File: src/rtl/rom_seq_pkg.sv
// Shared types and constants for the ROM fetch sequencer.
package rom_seq_pkg;

    typedef enum logic [1:0] {
        IDLE  = 2'd0,
        FETCH = 2'd1,
        DRAIN = 2'd2
    } seq_state_t;

    localparam int unsigned BUF_DEPTH = 2;

endpackage

File: src/rtl/rom_seq_skid_fifo.sv
// Two-entry FIFO that soaks up the ROM read latency under downstream backpressure.
module rom_seq_skid_fifo
    import rom_seq_pkg::*;
#(
    parameter int unsigned WIDTH = 17
) (
    input  logic             clk_i,
    input  logic             reset_n_i,
    input  logic             push_i,
    input  logic [WIDTH-1:0] push_data_i,
    input  logic             pop_i,
    output logic [WIDTH-1:0] pop_data_o,
    output logic             full_o,
    output logic             empty_o
);

    logic [WIDTH-1:0] mem [BUF_DEPTH];
    logic             wr_ptr;
    logic             rd_ptr;
    logic [1:0]       count;
    logic             do_push;
    logic             do_pop;

    assign full_o     = (count == 2'(BUF_DEPTH));
    assign empty_o    = (count == 2'd0);
    // A push into a full FIFO is legal only when a pop frees a slot in the same cycle.
    assign do_push    = push_i & (~full_o | pop_i);
    assign do_pop     = pop_i & ~empty_o;
    assign pop_data_o = mem[rd_ptr];

    always_ff @(posedge clk_i or negedge reset_n_i) begin
        if (!reset_n_i) begin
            mem    <= '{default: '0};
            wr_ptr <= 1'b0;
            rd_ptr <= 1'b0;
            count  <= '0;
        end else begin
            if (do_push) begin
                mem[wr_ptr] <= push_data_i;
                wr_ptr      <= ~wr_ptr;
            end
            if (do_pop) begin
                rd_ptr <= ~rd_ptr;
            end
            count <= count + {1'b0, do_push} - {1'b0, do_pop};
        end
    end

endmodule

File: src/rtl/rom_fetch_sequencer.sv
// Burst reader for a 1-cycle-latency weight ROM, presented as a valid/ready stream.
// Optional macro ROM_LOAD_EN adds an IDLE-time write port for SRAM preload.
module rom_fetch_sequencer
    import rom_seq_pkg::*;
#(
    parameter int unsigned ADDR_WIDTH = 8,
    parameter int unsigned WORD_SIZE  = 16
) (
    input  logic                  clk_i,
    input  logic                  reset_n_i,
    input  logic                  start_i,
    input  logic [ADDR_WIDTH-1:0] base_addr_i,
    input  logic [ADDR_WIDTH:0]   len_i,
    output logic                  busy_o,
    output logic                  done_o,
    output logic [ADDR_WIDTH-1:0] rom_addr_o,
    output logic                  rom_wen_o,
    input  logic [WORD_SIZE-1:0]  rom_data_i,
    output logic [WORD_SIZE-1:0]  data_o,
    output logic                  valid_o,
    output logic                  last_o,
    input  logic                  ready_i
`ifdef ROM_LOAD_EN
    ,
    input  logic                  load_valid_i,
    input  logic [ADDR_WIDTH-1:0] load_addr_i,
    input  logic [WORD_SIZE-1:0]  load_data_i,
    output logic                  load_ready_o,
    output logic [WORD_SIZE-1:0]  rom_wdata_o
`endif
);

    seq_state_t            state;
    logic [ADDR_WIDTH-1:0] addr_q;
    logic [ADDR_WIDTH:0]   remaining_q;
    logic                  inflight_q;
    logic                  inflight_last_q;
    logic                  done_q;

    logic                  fifo_full;
    logic                  fifo_empty;
    logic [WORD_SIZE:0]    fifo_out;
    logic                  pop;
    logic                  can_issue;
    logic                  issue;
    logic                  last_issue;

    assign pop        = ~fifo_empty & ready_i;
    assign last_issue = (remaining_q == {{ADDR_WIDTH{1'b0}}, 1'b1});

    // Issue only if buffer occupancy after this edge (count + inflight - pop)
    // leaves room for the word that lands two edges later; counting the pop
    // keeps 1 word/cycle sustained with ready held high.
    assign can_issue = fifo_empty
                     | (~fifo_full & (~inflight_q | pop))
                     | (fifo_full & pop & ~inflight_q);
    assign issue     = (state == FETCH) & can_issue;

    always_ff @(posedge clk_i or negedge reset_n_i) begin
        if (!reset_n_i) begin
            state           <= IDLE;
            addr_q          <= '0;
            remaining_q     <= '0;
            inflight_q      <= 1'b0;
            inflight_last_q <= 1'b0;
            done_q          <= 1'b0;
        end else begin
            done_q          <= 1'b0;
            inflight_q      <= issue;
            inflight_last_q <= issue & last_issue;
            case (state)
                IDLE: begin
`ifdef ROM_LOAD_EN
                    if (load_valid_i) begin
                        addr_q <= load_addr_i;
                    end else
`endif
                    if (start_i) begin
                        if (len_i == '0) begin
                            done_q <= 1'b1;
                        end else begin
                            addr_q      <= base_addr_i;
                            remaining_q <= len_i;
                            state       <= FETCH;
                        end
                    end
                end
                FETCH: begin
                    if (issue) begin
                        remaining_q <= remaining_q - 1'b1;
                        if (last_issue) begin
                            state <= DRAIN;
                        end else begin
                            addr_q <= addr_q + 1'b1;
                        end
                    end
                end
                DRAIN: begin
                    if (pop && fifo_out[WORD_SIZE]) begin
                        state  <= IDLE;
                        done_q <= 1'b1;
                    end
                end
                default: state <= IDLE;
            endcase
        end
    end

    rom_seq_skid_fifo #(
        .WIDTH(WORD_SIZE + 1)
    ) u_fifo (
        .clk_i      (clk_i),
        .reset_n_i  (reset_n_i),
        .push_i     (inflight_q),
        .push_data_i({inflight_last_q, rom_data_i}),
        .pop_i      (pop),
        .pop_data_o (fifo_out),
        .full_o     (fifo_full),
        .empty_o    (fifo_empty)
    );

    assign busy_o     = (state != IDLE);
    assign done_o     = done_q;
    assign rom_addr_o = addr_q;
    assign valid_o    = ~fifo_empty;
    assign data_o     = fifo_out[WORD_SIZE-1:0];
    assign last_o     = ~fifo_empty & fifo_out[WORD_SIZE];

`ifdef ROM_LOAD_EN
    logic                 rom_wen_q;
    logic [WORD_SIZE-1:0] rom_wdata_q;
    logic                 load_take;

    assign load_take = (state == IDLE) & load_valid_i;

    always_ff @(posedge clk_i or negedge reset_n_i) begin
        if (!reset_n_i) begin
            rom_wen_q   <= 1'b1;
            rom_wdata_q <= '0;
        end else begin
            rom_wen_q <= ~load_take;
            if (load_take) begin
                rom_wdata_q <= load_data_i;
            end
        end
    end

    assign rom_wen_o    = rom_wen_q;
    assign rom_wdata_o  = rom_wdata_q;
    assign load_ready_o = (state == IDLE);
`else
    assign rom_wen_o = 1'b1;
`endif

endmodule

File: config.mk
export PLATFORM = sky130hd
export DESIGN_NAME = rom_fetch_sequencer
export DESIGN_NICKNAME = d
export VERILOG_FILES = /design/src/rtl/rom_seq_pkg.sv /design/src/rtl/rom_seq_skid_fifo.sv /design/src/rtl/rom_fetch_sequencer.sv
export SDC_FILE = /design/constraint.sdc
export NUM_CORES = 1
export LEC_CHECK = 0
export CAP_MARGIN = 10
export CORE_AREA = 5 5 85 87
export CTS_CLUSTER_DIAMETER = 200
export DETAILED_ROUTE_END_ITERATION = 8
export DIE_AREA = 0 0 90 92
export PLACE_DENSITY = 0.76
export RECOVER_POWER = 25
export SLEW_MARGIN = 20
export SYNTH_ARGS = -nofsm -noshare
export SYNTH_HDL_FRONTEND = slang
export SYNTH_HIERARCHICAL = 1
export SYNTH_SLANG_ARGS = --single-unit
File: constraint.sdc
create_clock -name clk_i -period 2.75 [get_ports clk_i]
set_clock_uncertainty 0.15 [all_clocks]
set_input_delay 0.6875 -clock clk_i [delete_from_list [all_inputs] [get_ports clk_i]]
set_output_delay 0.6875 -clock clk_i [all_outputs]
set_load 0.005 [all_outputs]
==> reports/summary.md <==
- total standard cell area after synthesis: 3150 um2
- Final Max Tran Viols: 37
- delay contributed by the slowest stage of the critical path: 0.46 ns
- num rows: 29
- clock edge transition at the registers on the reported setup and hold paths: 0.07 ns
- routability congestion estimate from global placement: 0.894
- final setup violating endpoints: 0
- overall track demand over capacity in global routing: 0.185
- Achievable Freq: 379 MHz
- type of the worst setup path: reg -> out
- Detailed Route Iter0 Violations: 109
- Setup crit start: u_fifo/rd_ptr
- Static Leakage: 1.74 nW
- global routing usage on met3: 0.0556
- Critical-path top delay cell: sky130_fd_sc_hd__clkdlybuf4s50_1
- final-layout setup total negative slack: 0 ns
- headroom to the max-slew limit: -0.269
- layout filler cell count: 484
- max-cap violations: 1
- H-tree level count: 3
- via count of the first global-routing pass: 2,571
- Ports: 66
- overall overflow remaining after global route: 0
- area inside the core boundary: 6280 um2
- M1 GR Usage: 0.230
- clock period minus final worst setup slack: 2.64 ns
- pin count of the biggest net entering global routing: 37
- GR met2 Demand/Resource: 0.310
- layout cell share with drive strength beyond 1: 0.264
- post-CTS repair timing setup buffer count: 0
- ratio of total power to cell area: 1190 nW/um2
- compound-gate portion of the synthesized area: 0.132
- area grow syn2layout: 32.7%
- path type of the worst min-delay path: reg -> reg
- type of origin of the critical path: register
- PostCTS Resize Cnt: 0
- Worst Path Required: 1.91 ns
- number of nets in the layout: 393
- Worst IR Drop VDD: 0.709 mV
- clock tree from TritonCTS: built
- number of antenna violations at the first check in global routing: 0
- Post-Synth XOR/XNOR Area: 0.0111
- count of input and output buffers: 64
- slew at the pin closest to its max-slew limit: 1.90 ns
- antenna violation net count after detailed routing: 0
- overall power consumption: 0.00498 W
- final worst path period share: 0.958
- count of final hold-check violations: 0
- number of synthesized register bits: 60
- setup repair after global routing missed its margin: false
- biggest fanout along the worst timing path: 17
- syn_nets: 315
- clk sink count: 60
- number of synthesized flops with an enable pin: 0
- routed wire length: 7330 um
- Post-CTS Hold Fix Bufs: 0
- diode count: 0
- multiplexer share of the synthesized area: 0.189
- vertical die dimension: 92 um
- Finished Core Util: 0.666
- FF-to-FF Start: u_fifo/count[1]
- first-pass GRT wire length: 12,600 um
- share of async-settable or async-resettable flops after synthesis: 1.00
- largest buffer count on any clock path: 2
- GR peak layer: met2
- post-synthesis sequential area ratio: 0.476
- area fraction in and, or, nand and nor cells after synthesis: 0.136
- first drt pass iteration count: 4
- origin of the worst min-delay path: u_fifo/mem[25]
- number of warnings issued by yosys: 6
- Die X: 90 um
- Synth cell types: 52
- data arrival at the endpoint of the critical path: 1.80 ns
- count of mapped cells out of synthesis: 273
- via-per-instance ratio: 5.69
- cells along the critical path: buf_4 > mux2_2 > clkdlybuf4s50_1
- syn avg cell area: 11.5 um2
- clock tree root driver cell: sky130_fd_sc_hd__clkbuf_8
- total die area: 8280 um2
- final routed wire length divided by cell count: 16.9 um
- DRC violation count after routing: 0
- vias post-DR: 2,463
- fraction of the mapped netlist area in adder cells: 0.0198
- main flop type after synthesis: sky130_fd_sc_hd__dfrtp_1
- outcome: finished, violations left
- clock insertion delay at the later pin of the skew report: 0.33 ns
- HPWL after detailed placement: 5220 um
- crit end category: output pin
- violations in the final reports: capacitance limit, slew limit
- number of CTS-inserted buffers: 9
- starting utilization of the core area: 0.502
- largest family of logic cells by synthesized area: multiplexers
-- cells by family (layout without fill, tap and decap cells) --
kind of cell / after synthesis / count (layout)
AO/OA/AOI/OAI: 57 / 57
XOR/XNOR: 4 / 4
adder cells (fa/ha/maj): 5 / 5
buffers and inverters: 22 / 105
flip-flops: 60 / 60
multiplexers: 53 / 53
other: 1 / 1
AND/OR/NAND/NOR: 71 / 71
-- layout make-up --
| cell class | instances | area (um2) | share of cell area |
|---|---|---|---|
| inverter | 6 | 22.5 | 0.00539 |
| tap | 77 | 96.3 | 0.0230 |
| timing repair buffer | 83 | 798 | 0.191 |
| multi-input combinational | 191 | 1540 | 0.368 |
| clock buffer | 10 | 138 | 0.0329 |
| sequential | 60 | 1500 | 0.359 |
| clock inverter | 6 | 86.3 | 0.0206 |
-- power by group --
part / switching (W) / leakage, nW / internal [W] / total [W]
registers: 0.000359 / 0.705 / 0.00131 / 0.00167
clock network: 0.000355 / 0.113 / 0.000535 / 0.000890
logic: 0.000954 / 0.924 / 0.00147 / 0.00242
total: 0.00167 / 1.74 / 0.00331 / 0.00498
-- flip-flops by register name, indices dropped and copies added (netlist names) --
register and cells:
rom_addr_o 8, remaining_q 9, state 2, inflight_q 1
u_fifo/count 2, u_fifo/mem 34, inflight_last_q 1, u_fifo/wr_ptr 1
done_o 1, u_fifo/rd_ptr 1
-- synth_stat cells, drive strengths merged (2+ instances only) --
master	n	area share
and2	2	0.0040
ha	5	0.020
nor4	7	0.019
nand3	4	0.0064
o21bai	2	0.0060
and4	4	0.011
mux2i	2	0.0064
buf	11	0.022
o2111ai	2	0.0056
o21ai	7	0.011
nand2	17	0.020
o41ai	4	0.011
a21o	2	0.0048
a21oi	13	0.021
nor2b	6	0.012
a31oi	8	0.016
o31a	2	0.0056
xnor2	3	0.0083
nor3	3	0.0048
mux2	51	0.18
nor2	12	0.017
o22a	4	0.011
a41oi	5	0.014
inv	6	0.0071
nand2b	2	0.0040
and3	2	0.0040
nand4	4	0.0079
nor3b	3	0.014
dfrtp	60	0.48
clkbuf	5	0.0060
-- cell usage in the layout (no fill, tap or decap), types with 3 or more instances in the layout --
cell type / n
sky130_fd_sc_hd__inv_1: 6
sky130_fd_sc_hd__nor3_1: 3
sky130_fd_sc_hd__mux2_2: 51
sky130_fd_sc_hd__o41ai_1: 4
sky130_fd_sc_hd__a41oi_1: 5
sky130_fd_sc_hd__ha_1: 5
sky130_fd_sc_hd__dfrtp_1: 60
sky130_fd_sc_hd__nand3_1: 4
sky130_fd_sc_hd__a21oi_1: 13
sky130_fd_sc_hd__nor4_1: 6
sky130_fd_sc_hd__o22a_1: 4
sky130_fd_sc_hd__nand2_1: 17
sky130_fd_sc_hd__and4_1: 4
sky130_fd_sc_hd__a31oi_1: 8
sky130_fd_sc_hd__xnor2_1: 3
sky130_fd_sc_hd__buf_4: 16
sky130_fd_sc_hd__nand4_1: 4
sky130_fd_sc_hd__o21ai_0: 7
sky130_fd_sc_hd__clkdlybuf4s50_1: 63
sky130_fd_sc_hd__clkbuf_8: 10
sky130_fd_sc_hd__nor2b_1: 6
sky130_fd_sc_hd__nor2_1: 11
-- metal layers --
layer	wire, um	vias up	share of wire
li1	-	1172	-
met3	482	6	0.066
met5	0	-	0
met4	68	0	0.0093
met2	3620	88	0.49
met1	3150	1197	0.43
-- worst paths after layout --
kind | to | slack, ns | depth (start not counted)
setup / recovery | data_o[6] | 0.11 | 3
hold / removal | u_fifo/mem[25] | 0.35 | 1
setup reg to reg | u_fifo/count[1] | 0.61 | 9
hold reg to reg | u_fifo/mem[25] | 0.35 | 1
max in group asynchronous | u_fifo/count[0] | 0.63 | 1
min in group asynchronous | u_fifo/mem[2] | 0.73 | 1
-- worst max-delay path, delay by kind of cell, from the launching register on --
kind                   cells  cell delay [ns]
buffers and inverters      2             0.73
flip-flops                 1             0.36
multiplexers               1             0.36
-- per-stage QoR --
stage	setup WS [ns]	instance area (um2)	hold WS, ns	cells
after global routing	0.0103	4180	0.374	433
after floorplan	0.455	3150	0.242	273
after detailed placement	-0.0635	3960	0.342	417
after CTS	0.0796	4190	0.299	433
after global placement	0.0674	3960	0.333	417
final	0.115	4180	0.354	433
No activity file was read; power rests on OpenSTA's default activity.
